$ cat config.mk
export PLATFORM = sky130hd
export DESIGN_NAME = ah_demux_route_ctrl
export DESIGN_NICKNAME = d
export VERILOG_FILES = /design/src/rtl/ah_demux_pkg.sv /design/src/rtl/ah_sat_counter.sv /design/src/rtl/ah_demux_route_ctrl.sv
export SDC_FILE = /design/constraint.sdc
export NUM_CORES = 1
export LEC_CHECK = 0
export CAP_MARGIN = 20
export CORE_MARGIN = 5
export CORE_UTILIZATION = 35
export CTS_CLUSTER_SIZE = 24
export DETAILED_ROUTE_END_ITERATION = 10
export HOLD_SLACK_MARGIN = 0.15
export PLACE_DENSITY = 0.82
export SLEW_MARGIN = 20
export SYNTH_ARGS = -nofsm -noshare
export SYNTH_HDL_FRONTEND = slang
export SYNTH_HIERARCHICAL = 1
export SYNTH_SLANG_ARGS = --single-unit
$ cat constraint.sdc
create_clock -name clk -period 2.6 [get_ports clk]
set_input_delay 0.65 -clock clk [delete_from_list [all_inputs] [get_ports clk]]
set_output_delay 0.65 -clock clk [all_outputs]
set_load 0.02 [all_outputs]
$ cat src/rtl/ah_demux_pkg.sv
// Shared types and constants for the packet route controller in front of the 16-way demux.
package ah_demux_pkg;

    localparam int SEL_W      = 4;
    localparam int DEF_DATA_W = 85;

    typedef enum logic [1:0] {
        IDLE  = 2'd0,
        ROUTE = 2'd1,
        DROP  = 2'd2
    } state_t;

endpackage

$ cat src/rtl/ah_sat_counter.sv
// Saturating up-counter with synchronous clear; clear has priority over increment.
module ah_sat_counter #(
    parameter int             W   = 16,
    parameter logic [W-1:0]   MAX = {W{1'b1}}
) (
    input  logic         clk,
    input  logic         rst,
    input  logic         inc,
    input  logic         clr,
    output logic [W-1:0] cnt
);

    // Count register: hold at MAX once reached.
    always_ff @(posedge clk or posedge rst) begin
        if (rst) begin
            cnt <= '0;
        end else if (clr) begin
            cnt <= '0;
        end else if (inc && (cnt != MAX)) begin
            cnt <= cnt + W'(1);
        end else begin
            cnt <= cnt;
        end
    end

endmodule

$ cat src/rtl/ah_demux_route_ctrl.sv
// Packet-level route controller: latches the header destination into demux_select,
// gates beats of the current packet into the demux, sinks bad-dest packets, flags long stalls.
module ah_demux_route_ctrl
    import ah_demux_pkg::*;
#(
    parameter int DATA_W    = DEF_DATA_W,
    parameter int DEST_LSB  = 0,
    parameter int NUM_EGR   = 15,
    parameter int STALL_MAX = 1024,
    parameter int CNT_W     = 16
) (
    input  logic              clk,
    input  logic              rst,
    input  logic [DATA_W-1:0] ing_data,
    input  logic              ing_valid,
    input  logic              ing_last,
    output logic              ing_ready,
    output logic [DATA_W-1:0] dmx_data,
    output logic              dmx_valid,
    input  logic              dmx_ready,
    output logic [SEL_W-1:0]  demux_select,
    input  logic              err_clr,
    output logic [CNT_W-1:0]  drop_cnt,
    output logic              stall_err,
    output logic              busy
);

    localparam int STALL_W = $clog2(STALL_MAX + 1);

    state_t             state;
    logic [SEL_W-1:0]   dest;
    logic               dest_ok;
    logic               drop_inc;
    logic               stall_inc;
    logic               stall_clr;
    logic               stall_set;
    logic [STALL_W-1:0] stall_cnt;

    assign dest     = ing_data[DEST_LSB +: SEL_W];
    assign dest_ok  = (32'(dest) < 32'(NUM_EGR));
    assign dmx_data = ing_data;

    // Handshake gating decoded from the registered state only, so dmx_valid never sees dmx_ready.
    always_comb begin
        ing_ready = 1'b0;
        dmx_valid = 1'b0;
        case (state)
            IDLE: begin
                ing_ready = 1'b0;
                dmx_valid = 1'b0;
            end
            ROUTE: begin
                ing_ready = dmx_ready;
                dmx_valid = ing_valid;
            end
            DROP: begin
                ing_ready = 1'b1;
                dmx_valid = 1'b0;
            end
            default: begin
                ing_ready = 1'b0;
                dmx_valid = 1'b0;
            end
        endcase
    end

    // Packet FSM; demux_select is only written on the IDLE to ROUTE transition.
    always_ff @(posedge clk or posedge rst) begin
        if (rst) begin
            state        <= IDLE;
            demux_select <= '0;
            busy         <= 1'b0;
        end else begin
            case (state)
                IDLE: begin
                    if (ing_valid && dest_ok) begin
                        state        <= ROUTE;
                        demux_select <= dest;
                        busy         <= 1'b1;
                    end else if (ing_valid) begin
                        state <= DROP;
                        busy  <= 1'b1;
                    end else begin
                        state <= IDLE;
                        busy  <= 1'b0;
                    end
                end
                ROUTE: begin
                    if (ing_valid && dmx_ready && ing_last) begin
                        state <= IDLE;
                        busy  <= 1'b0;
                    end else begin
                        state <= ROUTE;
                        busy  <= 1'b1;
                    end
                end
                DROP: begin
                    if (ing_valid && ing_last) begin
                        state <= IDLE;
                        busy  <= 1'b0;
                    end else begin
                        state <= DROP;
                        busy  <= 1'b1;
                    end
                end
                default: begin
                    state <= IDLE;
                    busy  <= 1'b0;
                end
            endcase
        end
    end

    assign drop_inc  = (state == IDLE) && ing_valid && !dest_ok;
    assign stall_inc = (state == ROUTE) && ing_valid && !dmx_ready;
    assign stall_clr = (state != ROUTE) || (ing_valid && dmx_ready);
    // Flag on the same edge the stall count lands on STALL_MAX, and keep re-asserting while saturated.
    assign stall_set = stall_inc && (32'(stall_cnt) >= 32'(STALL_MAX - 1));

    ah_sat_counter #(
        .W   (CNT_W),
        .MAX ({CNT_W{1'b1}})
    ) u_drop_cnt (
        .clk (clk),
        .rst (rst),
        .inc (drop_inc),
        .clr (1'b0),
        .cnt (drop_cnt)
    );

    ah_sat_counter #(
        .W   (STALL_W),
        .MAX (STALL_W'(STALL_MAX))
    ) u_stall_cnt (
        .clk (clk),
        .rst (rst),
        .inc (stall_inc),
        .clr (stall_clr),
        .cnt (stall_cnt)
    );

    // Sticky stall error; a set in the same cycle as err_clr wins.
    always_ff @(posedge clk or posedge rst) begin
        if (rst) begin
            stall_err <= 1'b0;
        end else if (stall_set) begin
            stall_err <= 1'b1;
        end else if (err_clr) begin
            stall_err <= 1'b0;
        end else begin
            stall_err <= stall_err;
        end
    end

endmodule

==> flow_summary_export.csv <==
group,metric,value,unit
run_status,status,"completed",
flow_run,max_cap_violations,0,
cts,clock-root-buffer,"clkbuf_8",
cts,path_clk_slew,0.08,ns
route,vias_per_cell,5.21,
timing,slew_viol_final,0,
critical_path,path_class,"input port to flip-flop",
critical_path,critPathMaxFanout,5,
route,drt_iter0_markers,95,
timing,max_slew_margin,56.7,%
floorplanning,die_h,97.6,µm
yosys,ys_ff_latch,35,
route,firstDrtPassIters,5,
critical_path,arrival,2.73,ns
power_and_ir_drop,seqPwrFrac,43.4,%
yosys,yosys-top-cells-area,"dfrtp_1, buf_4, a21oi_1",
hold_path,holdPathStages,1,
power_and_ir_drop,p_clk_share,28.2,%
cts,clock_sinks,35,
yosys,synth_nets,395,
final_layout,area_growth,0.560,%
grt,grt_pass1_vias,1876,
place,dpl-instance-area,2610,µm²
place,place_inst,358,
critical_path,start_kind,"input port",
power_and_ir_drop,peakVddDrop,0.000417,V
power_and_ir_drop,p_leak,1.05,nW
grt,grt_max_degree,20,
yosys,yosysSeqAreaShare,32.6,%
final_layout,final_cell_area,2700,µm²
critical_path,rr_startpoint,"state[0]",
critical_path,cp_num_buf_inv,2,
critical_path,r2r_end,"u_drop_cnt/cnt[13]",
timing,setup-violations-final,0,
yosys,synthFlopType,"dfrtp_1",
route,vias,1908,
place,gp_congestion,0.859,
power_and_ir_drop,p_int,0.983,mW
grt,grt-ovfl-total,0,
final_layout,antenna_cells,0,
cts,clockBufferDepth,2,
route,wl_per_cell,14.8,µm
critical_path,cp_common_cell,"nand3_1",
hold_path,hold_class,"flip-flop to flip-flop",
yosys,synth-edff-count,0,
cts,post_cts_buffers,0,
critical_path,crit_slowest_cell,"clkdlybuf4s50_1",
critical_path,ff2ff_path_depth,8,
yosys,synth_async_sr_flop_share,100,%
critical_path,crit_chain,"clkdlybuf4s50_1 > and4_4 > nand3_1 > inv_1 > nand3_1 > or4_4 > or4_1 > a21oi_2",
yosys,synth_top_cell_area_share,32.6,%
yosys,yosys_warnings,6,
floorplanning,core,7610,µm²
critical_path,critical_path.top_delay_family,"simple AND/OR/NAND/NOR gates",
timing,fin_skew,0.00637,ns
cts,clk_latency,0.29,ns
power_and_ir_drop,power.density,542,nW/µm²
yosys,syn_avg_cell_area,9.04,µm²
route,post-route-drc-count,0,
grt,grt_pass1_wl,8.97,mm
floorplanning,rows,32,
cts,cts_tree,"built",
critical_path,slowest_delay,0.48,ns
power_and_ir_drop,power_switching,0.480,mW
route,ant_nets,0,
hold_path,hold_end,"demux_select[2]",
final_layout,fin_nets,361,
final_layout,final_cells,366,
hold_path,hp-start,"demux_select[2]",
critical_path,r2r_slack,0.42,ns
place,port_buffers,37,
power_and_ir_drop,pwr-share-comb,28.4,%
critical_path,cp-end-kind,"flip-flop",
timing,fmax,398,MHz
floorplanning,dieArea,9520,µm²
timing,hold_viol_final,0,
route,wirelength,5.43,mm
floorplanning,io_pins,200,
place,hpwl,4.04,mm
yosys,synth.cell_area,2680,µm²
grt,grt_use_total,11.0,%
final_layout,drive_gt1_share,16.3,%
timing,min_period_over_period,96.6,%
yosys,synth_top_cell_by_area,"dfrtp_1",
yosys,synth_cells,297,
cts,numCtsBuffers,5,
timing,worst_slew_pin_slew,0.649,ns
critical_path,required,2.82,ns
power_and_ir_drop,switching_share,32.8,%
grt,antenna_found_initial,0,
cts,cts_max_level,2,
floorplanning,die_x,97.6,µm
floorplanning,start_util,35.3,%
timing,period_minus_slack,2.51,ns
yosys,synth_cell_types,50,
-- power groups by stage --
stage / combinational (mW) / sequential [mW] / clock, mW
2_1_floorplan: 0.392 / 0.687 / 0
3_3_place_gp: 0.412 / 0.646 / 0
3_5_place_dp: 0.422 / 0.647 / 0
4_1_cts: 0.418 / 0.637 / 0.427
5_1_grt: 0.451 / 0.644 / 0.446
6_report: 0.415 / 0.635 / 0.413
-- cells in the final DEF (no fill, tap or decap), types with 2 or more instances in the layout --
cell and count:
mux2_2 2, nor4_1 3, or4_1 6, o41ai_1 2, nor3_1 6, nand3_1 12
nor4_4 2, dlygate4sd2_1 2, ha_1 7, xor2_1 3, nor2_1 12, o31ai_1 6
nand4_1 10, clkinvlp_4 2, nor2b_1 4, mux2_4 2, nand2b_1 2, or3_1 10
buf_4 13, clkbuf_8 5, dfrtp_1 35, a21oi_1 17, inv_1 14, xnor2_1 3
mux2i_1 2, clkdlybuf4s50_1 35, nand2_1 13, o21ai_0 8, a21oi_2 2, o22a_2 2
-- flip-flops by register name (all words and copies together), names as in the netlist --
signal           cells
demux_select         4
state                2
u_drop_cnt/cnt      16
u_stall_cnt/cnt     11
stall_err            1
busy                 1
-- area by class of cell --
type,count,area [µm²]
Clock buffer,5,68.8
Inverter,15,56.3
Sequential cell,35,876
Timing Repair Buffer,50,465
Fill cell,780,4910
Tap cell,102,128
Clock inverter,3,23.8
Multi-Input combinational cell,156,1080
-- worst max-delay path by stage --
stage | startpoint | endpoint | depth (start not counted)
2_1_floorplan | ing_data[2] | u_drop_cnt/cnt[13] | 8
3_3_place_gp | ing_data[2] | u_drop_cnt/cnt[13] | 8
3_5_place_dp | ing_data[1] | u_drop_cnt/cnt[13] | 8
4_1_cts | ing_data[1] | dmx_data[1] | 3
5_1_grt | ing_data[2] | u_drop_cnt/cnt[13] | 8
6_report | ing_data[1] | u_drop_cnt/cnt[13] | 8
-- synthesized netlist by cell type (all sizes together) (2+ instances only) --
| cell | count |
|---|---|
| xor2 | 3 |
| o21ai | 8 |
| xnor2 | 3 |
| nand2 | 14 |
| nor2 | 13 |
| and2 | 2 |
| nor2b | 5 |
| nand4 | 12 |
| dfrtp | 35 |
| a31oi | 2 |
| o31ai | 6 |
| o22a | 2 |
| or4 | 8 |
| ha | 7 |
| clkbuf | 3 |
| nor3 | 6 |
| nor4 | 5 |
| mux2 | 4 |
| mux2i | 2 |
| and4 | 2 |
| or3 | 11 |
| nand3 | 12 |
| buf | 87 |
| a21oi | 19 |
| inv | 15 |
| nand2b | 2 |
| o41ai | 2 |
-- cells by family (layout without fill, tap and decap cells) --
kind of cell	after synthesis	in the layout	share of synthesized area, %
buf+inv	106	73	27.2
simple gates	92	92	21.6
flops	35	35	32.6
other cells	1	1	0.140
compound gates	44	44	10.5
xor+xnor	6	6	1.96
mux	6	6	2.70
fa+ha+maj	7	7	3.26
-- stage by stage --
step | hold slack, ns | worst slack, ns | util (%) | TNS (ns) | total power [mW]
3_3_place_gp | 0.482 | -0.120 | 34.2 | -0.322 | 1.06
6_report | 0.508 | 0.0892 | 35.5 | 0 | 1.46
4_1_cts | 0.511 | 0.0869 | 35.4 | 0 | 1.48
5_1_grt | 0.531 | -0.00724 | 35.5 | -0.00724 | 1.54
2_1_floorplan | 0.466 | 0.189 | - | 0 | 1.08
3_5_place_dp | 0.483 | -0.193 | 34.2 | -0.608 | 1.07
-- timing repair --
action / 4_1_cts / 5_1_grt
endpoints found under the hold margin: 0 / 0
resized for setup: 2 / 1
setup endpoints to repair: 2 / 1
hold buffers: 0 / 0
-- per-layer routing --
| metal | share of wire [%] | global-route usage (%) | vias to the layer above |
|---|---|---|---|
| met5 | 0 | 0 | - |
| met4 | 1.9 | 4.47 | 0 |
| met3 | 8.2 | 4.52 | 28 |
| met2 | 48 | 17.8 | 74 |
| met1 | 42 | 12.9 | 924 |
| li1 | - | - | 882 |
No activity file was read; power rests on OpenSTA's default activity.
